## src/rtl/serial_arith_pkg.sv

```systemverilog
// -----------------------------------------------------------------------------
// serial_arith_pkg
// Shared definitions for the bit-serial arithmetic blocks.
//   serial_state_e   : controller state (IDLE, RUN)
//   SERIAL_WIDTH_DEF : default operand width of the serial adder
// -----------------------------------------------------------------------------
package serial_arith_pkg;

   localparam int SERIAL_WIDTH_DEF = 8;

   typedef enum logic [0:0] {
      IDLE = 1'b0,
      RUN  = 1'b1
   } serial_state_e;

endpackage : serial_arith_pkg

```

## src/rtl/serial_adder_full_adder_bit.sv

```systemverilog
// -----------------------------------------------------------------------------
// full_adder_bit
// One-bit combinational full adder used as the per-bit slice of the serial
// adder.
//   x, y : operand bits
//   cin  : carry in
//   s    : sum bit
//   co   : carry out (majority of x, y, cin)
// -----------------------------------------------------------------------------
module full_adder_bit (
   input  logic x,
   input  logic y,
   input  logic cin,
   output logic s,
   output logic co
);

   assign s  = x ^ y ^ cin;
   assign co = (x & y) | (x & cin) | (y & cin);

endmodule : full_adder_bit

```

## src/rtl/serial_adder.sv

```systemverilog
// -----------------------------------------------------------------------------
// serial_adder
// Bit-serial unsigned adder: one bit per clock, LSB first, single carry flop,
// start/busy/done handshake.
//   clk   : rising-edge clock
//   rst   : synchronous active-high reset (aborts any operation, no done)
//   start : request a new addition, sampled only while idle
//   a, b  : operands, captured on the accepting edge
//   busy  : high for exactly WIDTH cycles while bits are processed
//   done  : one-cycle pulse, sum/cout valid
//   sum   : (a+b) mod 2^WIDTH, held until the next accept
//   cout  : carry out of bit WIDTH-1, updated only on the last-bit edge
// -----------------------------------------------------------------------------
module serial_adder
   import serial_arith_pkg::*;
#(
   parameter int WIDTH = SERIAL_WIDTH_DEF
) (
   input  logic             clk,
   input  logic             rst,
   input  logic             start,
   input  logic [WIDTH-1:0] a,
   input  logic [WIDTH-1:0] b,
   output logic             busy,
   output logic             done,
   output logic [WIDTH-1:0] sum,
   output logic             cout
);

   localparam int CW = $clog2(WIDTH + 1);

   serial_state_e    state_q, state_d;
   logic [CW-1:0]    count_q, count_d;
   logic [WIDTH-1:0] ra_q, ra_d;
   logic [WIDTH-1:0] rb_q, rb_d;
   logic [WIDTH-1:0] sum_q, sum_d;
   logic             carry_q, carry_d;
   logic             cout_q, cout_d;
   logic             busy_q, busy_d;
   logic             done_q, done_d;

   logic             fa_s;
   logic             fa_co;

   // Per-bit slice works on the current LSBs of the operand shift registers.
   full_adder_bit u_fa (
      .x   (ra_q[0]),
      .y   (rb_q[0]),
      .cin (carry_q),
      .s   (fa_s),
      .co  (fa_co)
   );

   // State and datapath registers with synchronous reset.
   always_ff @(posedge clk) begin
      if (rst) begin
         state_q <= IDLE;
         count_q <= {CW{1'b0}};
         ra_q    <= {WIDTH{1'b0}};
         rb_q    <= {WIDTH{1'b0}};
         sum_q   <= {WIDTH{1'b0}};
         carry_q <= 1'b0;
         cout_q  <= 1'b0;
         busy_q  <= 1'b0;
         done_q  <= 1'b0;
      end else begin
         state_q <= state_d;
         count_q <= count_d;
         ra_q    <= ra_d;
         rb_q    <= rb_d;
         sum_q   <= sum_d;
         carry_q <= carry_d;
         cout_q  <= cout_d;
         busy_q  <= busy_d;
         done_q  <= done_d;
      end
   end

   // Next-state logic: accept in IDLE, one bit per cycle in RUN.
   always_comb begin
      state_d = state_q;
      count_d = count_q;
      ra_d    = ra_q;
      rb_d    = rb_q;
      sum_d   = sum_q;
      carry_d = carry_q;
      cout_d  = cout_q;
      busy_d  = busy_q;
      done_d  = 1'b0;

      case (state_q)
         IDLE: begin
            if (start) begin
               ra_d    = a;
               rb_d    = b;
               carry_d = 1'b0;
               count_d = {CW{1'b0}};
               state_d = RUN;
               busy_d  = 1'b1;
            end else begin
               state_d = IDLE;
            end
         end
         RUN: begin
            // Shifts are written as >>/<< so WIDTH=1 needs no special case.
            ra_d    = ra_q >> 1;
            rb_d    = rb_q >> 1;
            sum_d   = (sum_q >> 1) | (WIDTH'(fa_s) << (WIDTH - 1));
            carry_d = fa_co;
            count_d = count_q + CW'(1);
            if (count_q == CW'(WIDTH - 1)) begin
               state_d = IDLE;
               busy_d  = 1'b0;
               done_d  = 1'b1;
               cout_d  = fa_co;
            end else begin
               state_d = RUN;
            end
         end
         default: begin
            state_d = IDLE;
            busy_d  = 1'b0;
         end
      endcase
   end

   assign busy = busy_q;
   assign done = done_q;
   assign sum  = sum_q;
   assign cout = cout_q;

endmodule : serial_adder

```

## config.mk

```make
export PLATFORM = sky130hd
export DESIGN_NAME = serial_adder
export DESIGN_NICKNAME = d
export VERILOG_FILES = /design/src/rtl/serial_arith_pkg.sv /design/src/rtl/serial_adder_full_adder_bit.sv /design/src/rtl/serial_adder.sv
export SDC_FILE = /design/constraint.sdc
export NUM_CORES = 1
export LEC_CHECK = 0
export BUFFER_PORTS_ARGS = -buffer_cell sky130_fd_sc_hd__buf_2
export CAP_MARGIN = 15
export CORE_UTILIZATION = 42
export DETAILED_ROUTE_END_ITERATION = 7
export GPL_ROUTABILITY_DRIVEN = 0
export HOLD_SLACK_MARGIN = 0.02
export SYNTH_ARGS = -nofsm -noshare
export SYNTH_HDL_FRONTEND = slang
export SYNTH_SLANG_ARGS = --single-unit
export TNS_END_PERCENT = 100
```

## constraint.sdc

```tcl
create_clock -name clk -period 1.25 [get_ports clk]
set_input_delay 0.125 -clock clk [delete_from_list [all_inputs] [get_ports clk]]
set_output_delay 0.125 -clock clk [all_outputs]
set_load 0.01 [all_outputs]
```

==> results.txt, run 1 <==
The starting utilization of the core area came out at 45.08%. Global routing finished with a remaining overflow of 0. The tools report the number of nets with antenna violations after detailed routing as 0. The flip-flop and latch count after synthesis is 33. The tools report the start point of the critical path as count_q[1]$_SDFFE_PP0P_. In this run the most critical hold path is launched from b[7]. The fraction of post-synthesis cell area in the top cell type by area came out at 46.85%. The smallest clock period supported by the final layout is computed as 1.117 ns. In the final timing run, aggregate negative setup slack is 0 ns. 30 I/O pins were placed. In the routed layout, each cell is associated on average with a via count of 4.920. The floorplan has 20 rows.

The largest single stage delay on the critical path is 0.37 ns. The tools report the post-synthesis instance area as 1410 sq um. The worst min-delay path class was primary input to flip-flop. The routed wire length came out at 2570 um. The tree is rooted in a clkbuf_4. Leaving out fill and tap cells, the most frequent cell in the layout is dfxtp_1.

Global routing used 16.42% of the available tracks across all layers. Setup repair after global routing left no endpoint under its margin. First-pass GRT wire length: 4409 um.

The tools report the first-pass iteration count of the detailed router as 4. IR analysis of the VDD net gives a maximum drop of 745.4 uV. Number of global-route vias before repair: 1044.

The tools report the final hold violation count as 0. The standard cell with the maximum stage delay on the critical path was dfxtp_1. For the synthesized netlist net count, the log shows 173.

Excluding fillers, the count of instances in the completed layout stands at 226. The average footprint of a synthesized cell was 9.277 sq um; the highest clock rate was 895.6 MHz. Count of cell types in the netlist: 24. CTS saw 33 sinks. The count of pins over their slew limit is 0, and the number of buffers added on ports is 29. After detailed routing, the number of remaining DRC violations is 0. In the post-synthesis netlist, the biggest area contributors are dfxtp_1 (47%), mux2_2 (11%), nand2_1 (8.0%), mux2i_1 (7.1%), a21oi_1 (6.7%).

Number of antenna violations at the first check in global routing: 0. Clock-pin slew was measured on the worst setup and hold paths at 0.09 ns. The synthesis-to-finish area growth is 17.48%. Across the run, the number of max-cap violations was 0. For the number of nets in the final layout, the log shows 203. The critical path goes through ha_1 -> and4b_1 -> nand2_1 -> a21oi_1. After the first detailed-routing iteration, the DRC count stood at 34.

In the final routed layout, each cell accounts on average for 11.37 um. Clock skew on the completed layout was measured at 0.005952 ns. Share of the clock period used by the worst path after layout: 89.33%.

The flow ran to the end, and the final reports show no timing, DRC or antenna violations. The top cell type by total area after synthesis is dfxtp_1. Summing over every cut layer, the via total after detailed routing is 1112. Data on the critical path is required at its endpoint by 1.50 ns. The worst setup path is captured at a flip-flop.

Of all nets on the critical path, the largest fanout is 4. Number of H-tree levels: 2. The proportion of synthesized chip area in sequential cells was 46.85%. The startpoint class of the critical path was a flip-flop. The worst pin sits at a relative slew slack of 70.31%. Setup violations remaining at the end of the flow were counted as 0. Summed over all cells, the static leakage comes to 0.7163 nW. The setup path with the least slack is of type flip-flop to flip-flop. Once detailed placement completed, the half-perimeter wirelength came to 1759 um. The startpoint identified for the worst register-to-register timing path is count_q[1]$_SDFFE_PP0P_.

The logs give 3128 sq um for the standard cell core area and 0.32 ns for the clock latency on the worst-skew pair. The die is 59.94 um tall. Synthesis produced 152 cells.

The die width was 59.94 um. TritonCTS built the clock tree. The die covers 3593 sq um.

The quantity of hold-fixing buffers added after cts is 0, and the slew at the pin closest to its max-slew limit is 0.4449 ns. The maximum root-to-sink buffer count is 2, and the number of buffers added by the clock tree synthesis step is 5. Counting tap cells, the placed design contains a total of 219 instances.

For this run, the number of Yosys warnings is 0. In the layout the commonest cells are dfxtp_1 (32), nand2_1 (30), buf_2 (29). In this run the power density over the cells is 1169 nW/um^2. Fraction of layout instances using a drive strength above 1: 31.32%. Entering global routing, the biggest net connects 34 pins. The run gives 0 as the number of inserted diodes. STA puts the critical path data arrival time at 1.37 ns.
==> final cells by class <==
class,instances,area [sq um]
Timing Repair Buffer,34,207.7
Multi-Input combinational cell,106,669.4
Sequential cell,33,661.9
Fill cell,319,1471
Clock buffer,7,55.05
Inverter,2,7.507
Tap cell,44,55.05
==> logic make-up after synthesis <==
group / Yosys count / share of synthesized area [%]
and+or+nand+nor: 56 / 17.30
DFF: 33 / 46.85
muxes: 24 / 18.28
AOI/OAI and AO/OA: 23 / 8.962
buffers and inverters: 13 / 5.678
adders and majority gates: 2 / 2.307
xor gates and xnor gates: 1 / 0.6212
==> synthesized netlist by cell type, drive strengths merged <==
library cell and count:
dfxtp 33, nand2 30, a21oi 21, mux2 14, nor2 14, mux2i 10
buf 6, clkbuf 5, nor3 5, nor3b 4, inv 2, a41oi 1
and4b 1, fa 1, ha 1, nand3 1, nand4b 1, o21ai 1
xor2 1
==> worst max-delay path: cells and delay by family (launching register included) <==
family / cells / cell delay [ns]
compound gates: 1 / 0.12
simple gates: 2 / 0.34
flops: 1 / 0.37
fa+ha+maj: 1 / 0.22
==> timing repair <==
action                                  CTS  global route
gates resized for setup                   0             1
endpoints found under the setup margin    0             1
buffers inserted                          0             0
==> where the power goes <==
part           switching (W)  total (W)  internal, W
registers          0.0000263    0.00112      0.00109
clock network       0.000316   0.000582     0.000265
logic               0.000115   0.000235     0.000120
total               0.000458    0.00194      0.00148
==> routing by layer <==
layer / global-route usage, % / up-vias / wire [um]
met5: 0 / - / 0
met4: 4.983 / 0 / 25
met3: 6.277 / 4 / 119
met2: 27.30 / 21 / 1227
met1: 19.52 / 512 / 1198
li1: - / 575 / -
==> flip-flops by register name, summed over array words and instances, names as in the netlist <==
name,cells
done,1
busy,1
ra_q,8
cout,1
rb_q,8
sum,8
state_q,1
carry_q,1
count_q,4
==> path summary, 6_finish.rpt <==
check | to | slack [ns] | cells past startpoint
worst min-delay path | rb_q[7]$_SDFFE_PP0P_ | 0.09 | 3
worst max-delay path | cout$_SDFFE_PP0P_ | 0.13 | 4
worst max register to register | cout$_SDFFE_PP0P_ | 0.13 | 4
worst min register to register | ra_q[1]$_SDFFE_PP0P_ | 0.46 | 2
==> per-stage QoR <==
step / area (sq um) / hold WS, ns / setup WS, ns / utilization, % / power [W]
floorplan: 1410 / 0.3203 / 0.1961 / - / 0.001309
global placement: 1600 / 0.4212 / 0.1402 / 51.16 / 0.001374
detailed placement: 1600 / 0.4229 / 0.1171 / 51.16 / 0.001381
CTS: 1655 / 0.07976 / 0.09563 / 52.92 / 0.001970
global route: 1657 / 0.09038 / 0.009293 / 52.96 / 0.002052
finish: 1657 / 0.08652 / 0.1334 / 52.96 / 0.001937
No activity file was read; power rests on OpenSTA's default activity.
==> run 2: changes to the inputs <==
--- a/config.mk
+++ b/config.mk
@@ -10,6 +10,7 @@
 export CORE_UTILIZATION = 42
 export DETAILED_ROUTE_END_ITERATION = 7
 export GPL_ROUTABILITY_DRIVEN = 0
+export GPL_TIMING_DRIVEN = 0
 export HOLD_SLACK_MARGIN = 0.02
 export SYNTH_ARGS = -nofsm -noshare
 export SYNTH_HDL_FRONTEND = slang
==> results.txt, run 2 (synthesized netlist as in run 1, its figures left out) <==
The flow ran to the end, and the final reports show no timing, DRC or antenna violations. The max-cap check violation count was 0. The most critical setup path has its startpoint at count_q[1]$_SDFFE_PP0P_. The die covers 3593 sq um.

Derived from the worst setup path, the maximum achievable clock frequency is 878.0 MHz. The destination of the critical timing path is cout$_SDFFE_PP0P_. In the final layout, the share of cells above drive strength 1 is 30.32%.

In this run, CTS created clock tree buffers numbering 5. The number of antenna violations at the first check in global routing was 0; the setup slack on the worst flop-to-flop path was 0.11 ns. In this run the horizontal extent of the chip is 59.94 um. STA classifies the critical path startpoint as a flip-flop.

The synthesis-to-finish area growth is 17.92%. Fill cells in the final layout number 323. The path class of the tightest hold or removal check is primary input to flip-flop. Counting I/O delays and the setup requirement, the final critical path takes 1.139 ns. Headroom to the max-slew limit came out at 65.59%. Across all layers, the routed design uses 1127 vias. The region available for standard cell placement spans 3128 sq um. For the worst setup path, the data required time is 1.51 ns. The number of buffers added on ports works out to 28. For the setup violation total in the final timing report, the log shows 0.

The worst setup slack after placement was -0.01283 ns; the final hold violation count was 0. The detail-routed via count per cell works out to 4.858. The endpoint identified for the worst register-to-register timing path is cout$_SDFFE_PP0P_. Count of pins over their slew limit: 0.

The logs give 0.005117 ns for the worst-case clock skew and 232 for the final cell count without fillers. For the post-route cell area, the log shows 1663 sq um. The global routing stage identified its most utilized layer as met2. Leaving out fill and tap cells, the most frequent cells in the layout are dfxtp_1 (32), buf_2 (30), nand2_1 (30).

For this run, global-route usage on met2 was measured as 30.79%. At the end of the flow the core is filled with cells to 53.16%. In this run the critical register-to-register path is launched from count_q[1]$_SDFFE_PP0P_. The number of nets with antenna violations after detailed routing came out at 0.

Counting cells, the worst reg-to-reg path comes to 4. The starting utilization of the core area was 45.08%; the maximum root-to-sink buffer count was 2. At the worst endpoint, the arrival time is 1.40 ns. Including well taps, the total number of placed cells is 224.

The number of H-tree levels was 2; the slew at the pin closest to its max-slew limit was 0.5162 ns. The final critical path takes up 91.11% of the cycle. The clock drives 33 sinks. The run gives 0 as the overall overflow remaining after global route. The number of global-route vias before repair was 1133; the total negative setup slack was 0 ns. For this block, the initial DRC count from the detailed router was 77. After clock tree synthesis, the clock-pin slew on the worst setup and hold paths is 0.10 ns. The run gives 20 as the number of rows in the core area. The average routed wire per standard cell is 11.83 um. The final layout contains routed wiring with a total length of 2745 um. The maximum fanout along the worst path is 4, and the setup fix buffers added after clock tree synthesis is 0. The net count of the finished layout is 208. The tree is rooted in a clkbuf_4. Global routing used 4.545% of the available met3 tracks. The library cell used most frequently in the layout, excluding fill and tap cells, is dfxtp_1. Setup repair after global routing left no endpoint under its margin. The first global-routing pass estimated 4871 um of wire. After layout, the worst setup slack is 0.1111 ns.

The tools report the first-pass iteration count of the detailed router as 4. Dividing total power by cell area gives a power density of 1153 nW/um^2. The placed instances occupy a cell area of 1605 sq um. For this run, global-route usage on met1 was measured as 22.76%.

The y dimension of the die was 59.94 um; the DRC violation count after routing was 0. VDD sags by at most 726.1 uV. For this design the static power due to leakage is 0.7182 nW. TritonCTS built the clock tree. The path type of the worst setup path was flip-flop to flip-flop. Global routing used 18.84% of the available tracks across all layers. Detailed placement ended at an HPWL of 2048 um. For this design the top-level I/O count stands at 30. Entering global routing, the biggest net connects 11 pins. The worst setup path is captured at a flip-flop. The number of antenna diodes in the final layout is 0.

The tools report the clock latency on the worst-skew pair as 0.33 ns.
run 2: changes by cell type in the layout (fill, tap and decap cells not counted):
cell and delta:
buf_2 +1, buf_6 +3, clkbuf_1 +6, buf_4 -3
buf_12 -2, clkbuf_4 +1
run 2: routing by layer:
metal / up-vias / part of all wire, %
li1: 584 / -
met5: - / 0
met1: 514 / 48
met2: 22 / 46
met3: 7 / 3.6
met4: 0 / 2.1
run 2: repair_timing:
action | CTS | global route
setup endpoints to repair | 7 | 10
gates cloned | 0 | 0
hold buffers | 0 | 0
gates resized for setup | 1 | 3
run 2: power by group:
part | total, W | internal, W | switching (W)
Clock | 0.000559 | 0.000224 | 0.000335
Sequential | 0.00112 | 0.00109 | 0.0000244
Combinational | 0.000240 | 0.000120 | 0.000120
Total | 0.00192 | 0.00144 | 0.000480
run 2: worst min path at each step:
stage	start	endpoint	slack, ns	depth (start not counted)
3_3_place_gp	b[7]	rb_q[7]$_SDFFE_PP0P_	0.41	3
2_1_floorplan	a[7]	ra_q[7]$_SDFFE_PP0P_	0.32	2
4_1_cts	a[7]	ra_q[7]$_SDFFE_PP0P_	0.08	3
6_report	a[7]	ra_q[7]$_SDFFE_PP0P_	0.09	3
3_5_place_dp	a[7]	ra_q[7]$_SDFFE_PP0P_	0.44	3
5_1_grt	a[7]	ra_q[7]$_SDFFE_PP0P_	0.11	3
run 2: through the flow:
step / power (W) / hold WS, ns
floorplan: 0.001309 / 0.3203
CTS: 0.001945 / 0.08404
detailed placement: 0.001381 / 0.4405
global route: 0.002038 / 0.1062
finish: 0.001917 / 0.09484
global placement: 0.001372 / 0.4141
run 2: layout make-up:
type	instances	area, sq um	share of cell area, %
clock buffer	8	48.80	2.935
inverter	2	7.507	0.4515
sequential	33	661.9	39.80
tap	44	55.05	3.311
timing repair buffer	28	140.1	8.427
buffer	11	80.08	4.816
multi-input combinational	106	669.4	40.26
run 2: critical path, cell delays in order (launching register included):
cell     delay, ns
dfxtp_1       0.39
ha_1          0.22
and4b_1       0.29
nand2_1       0.07
a21oi_1       0.11
==> run 3: changes to the inputs <==
--- a/config.mk
+++ b/config.mk
@@ -8,10 +8,12 @@
 export BUFFER_PORTS_ARGS = -buffer_cell sky130_fd_sc_hd__buf_2
 export CAP_MARGIN = 15
 export CORE_UTILIZATION = 42
+export CTS_BUF_LIST = sky130_fd_sc_hd__clkbuf_16
 export DETAILED_ROUTE_END_ITERATION = 7
 export GPL_ROUTABILITY_DRIVEN = 0
 export GPL_TIMING_DRIVEN = 0
 export HOLD_SLACK_MARGIN = 0.02
+export SETUP_SLACK_MARGIN = 0.02
 export SYNTH_ARGS = -nofsm -noshare
 export SYNTH_HDL_FRONTEND = slang
 export SYNTH_SLANG_ARGS = --single-unit
==> results.txt, run 3 (synthesized netlist as in run 1, its figures left out) <==
The logs give 1.28 ns for the data arrival time of the worst path and 3128 sq um for the standard cell core area. The logs give 45.08% for the starting utilization of the core area and 3593 sq um for the full die area. The run gives 4919 um as the first-pass GRT wire length.

The number of antenna violations at the first check in global routing was 0; the routed wire length was 2805 um. Number of global-route vias before repair: 1131. The total cell area at the placement stage is 1605 sq um. In this run the tightest slew margin relative to its limit is 65.94%. The total power per unit cell area works out to 1411 nW/um^2. VDD sags by at most 834.3 uV. In the final layout, the share of cells above drive strength 1 is 30.85%.

For the setup violation total in the final timing report, the log shows 0. The final cell count without fillers was 232. In the finished design, the share of the clock period the worst path needs comes to 91.45%. After clock tree synthesis, the clock-pin slew on the worst setup and hold paths is 0.05 ns. After detailed routing, the number of remaining DRC violations is 0.

The first detailed-routing pass took 4 iterations. The minimum clock period after layout works out to 1.143 ns. After detailed placement, the design holds a cell count of 224.

Detailed placement ended at an HPWL of 2048 um. Compared with the post-synthesis result, the final layout area differs by 24.22%. The flow ran to the end, and the final reports show no timing, DRC or antenna violations. In the routed layout, each cell is associated on average with a via count of 4.905. At the worst endpoint, the required time is 1.39 ns. The H-tree was split into 2 levels. The die width is 59.94 um.

Entering global routing, the biggest net connects 11 pins. The logic depth of the worst register-to-register path was 3; the instance count along the most critical hold path was 3. The filler cells instantiated in the layout total 316.

The most common cell after layout, fill and taps aside was dfxtp_1. The top cell types in the final layout, fill and taps aside, are dfxtp_1 (32), buf_2 (30), nand2_1 (30). Clock skew on the completed layout was measured at 0.003343 ns. Static timing analysis puts the maximum clock frequency at 874.8 MHz. At the pin with the least slew margin, the transition time is 0.5109 ns.

The maximum fanout along the worst path is 2, and the maximum root-to-sink buffer count is 2. For the max-cap check violation count, the log shows 0. Across every metal layer, demand over resource in global routing totals 18.97%.

For the number of rows in the core area, the log shows 20. The repair_antennas step left the layout with diodes totalling 0. Dividing the detail-routed wire length by the instance count gives 12.09 um. The area of the multi-input gates came out at 670.6 sq um. The startpoint identified for the worst hold timing path is a[7]. TritonCTS created 5 clock buffers.

The master cell of the clock root buffer was clkbuf_16. The tightest min-delay check is of the primary input to flip-flop type. The count of pins over their slew limit came out at 0. Vias after detailed routing: 1138.

The iteration-0 DRC count of the detailed router came out at 59. In this run the count of I/O pins placed on the die edge is 30. Input and output buffers added on the ports amount to 28. Startpoint class of the critical path: a flip-flop. In this run the critical register-to-register path is launched from carry_q$_SDFFE_PP0P_. STA classifies the critical path endpoint as a flip-flop. Post-route cell area: 1752 sq um. The critical path starts at carry_q$_SDFFE_PP0P_. The final hold violation count came out at 0. TritonCTS built the clock tree.

The worst setup path is of the flip-flop to flip-flop kind. From bottom edge to top edge, the die measures 59.94 um. The tools report the number of clock sinks seen by CTS as 33. The count of nets left with antenna violations once routing finished came out at 0. In this run, post-CTS hold repair placed 0 buffers. The net count of the finished layout is 208.

For this design the static power due to leakage is 0.7689 nW. Registers take 661.9 sq um. The clock latency on the worst-skew pair was 0.27 ns; the overall overflow remaining after global route was 0. Setup repair after global routing left no endpoint under its margin.
run 3: changes by cell type in the layout (fill, tap and decap cells not counted):
cell       previous run  this run
clkbuf_4              6         0
and4b_2               0         1
clkbuf_16             0         5
and4b_1               1         0
buf_4                 0         1
clkbuf_1              7         4
inv_1                 2         5
run 3: per-layer routing:
metal	vias to the layer above	part of all wire, %	routed length, um	track usage (%)
met3	6	4.2	117	6.494
met1	527	47	1318	22.76
li1	580	-	-	-
met2	25	47	1328	30.95
met4	0	1.4	40	7.641
met5	-	0	0	0
run 3: critical path, stage by stage, from the launching register on:
cell	delay (ns)
dfxtp_1	0.32
fa_1	0.46
a21oi_1	0.18
nor2_1	0.05
run 3: power by group:
group / internal [W] / switching (W) / total (W)
Clock: 0.000713 / 0.000396 / 0.00111
Combinational: 0.000120 / 0.000120 / 0.000240
Sequential: 0.00110 / 0.0000248 / 0.00112
Total: 0.00193 / 0.000541 / 0.00247
run 3: layout make-up:
type / instances / share of cell area (%)
Sequential cell: 33 / 37.79
Inverter: 2 / 0.4286
Clock buffer: 5 / 7.143
Tap cell: 44 / 3.143
Multi-Input combinational cell: 106 / 38.29
Buffer: 11 / 4.571
Timing Repair Buffer: 28 / 8.000
Clock inverter: 3 / 0.6429
run 3: worst paths after layout:
path / slack, ns / endpoint
max: 0.11 / carry_q$_SDFFE_PP0P_
min: 0.16 / ra_q[7]$_SDFFE_PP0P_
max reg2reg: 0.11 / carry_q$_SDFFE_PP0P_
min reg2reg: 0.46 / ra_q[4]$_SDFFE_PP0P_
run 3: what timing repair did:
| action | 4_1_cts | 5_1_grt |
|---|---|---|
| endpoints found under the setup margin | 8 | 10 |
| gates resized for setup | 1 | 5 |
| cloned | 0 | 0 |
| buffers inserted | 0 | 0 |
run 3: stage by stage:
step                      util (%)  hold slack (ns)  total power [W]  worst slack, ns  setup TNS, ns
final                        56.00           0.1567         0.002471           0.1069              0
after global routing         56.00           0.1913         0.002604          0.04050              0
after CTS                    55.72           0.1579         0.002497          0.05586              0
after detailed placement     51.32           0.4405         0.001381         -0.01283       -0.01450
after global placement       51.32           0.4141         0.001372          0.03245              0
after floorplan                  -           0.3203         0.001309           0.1961              0
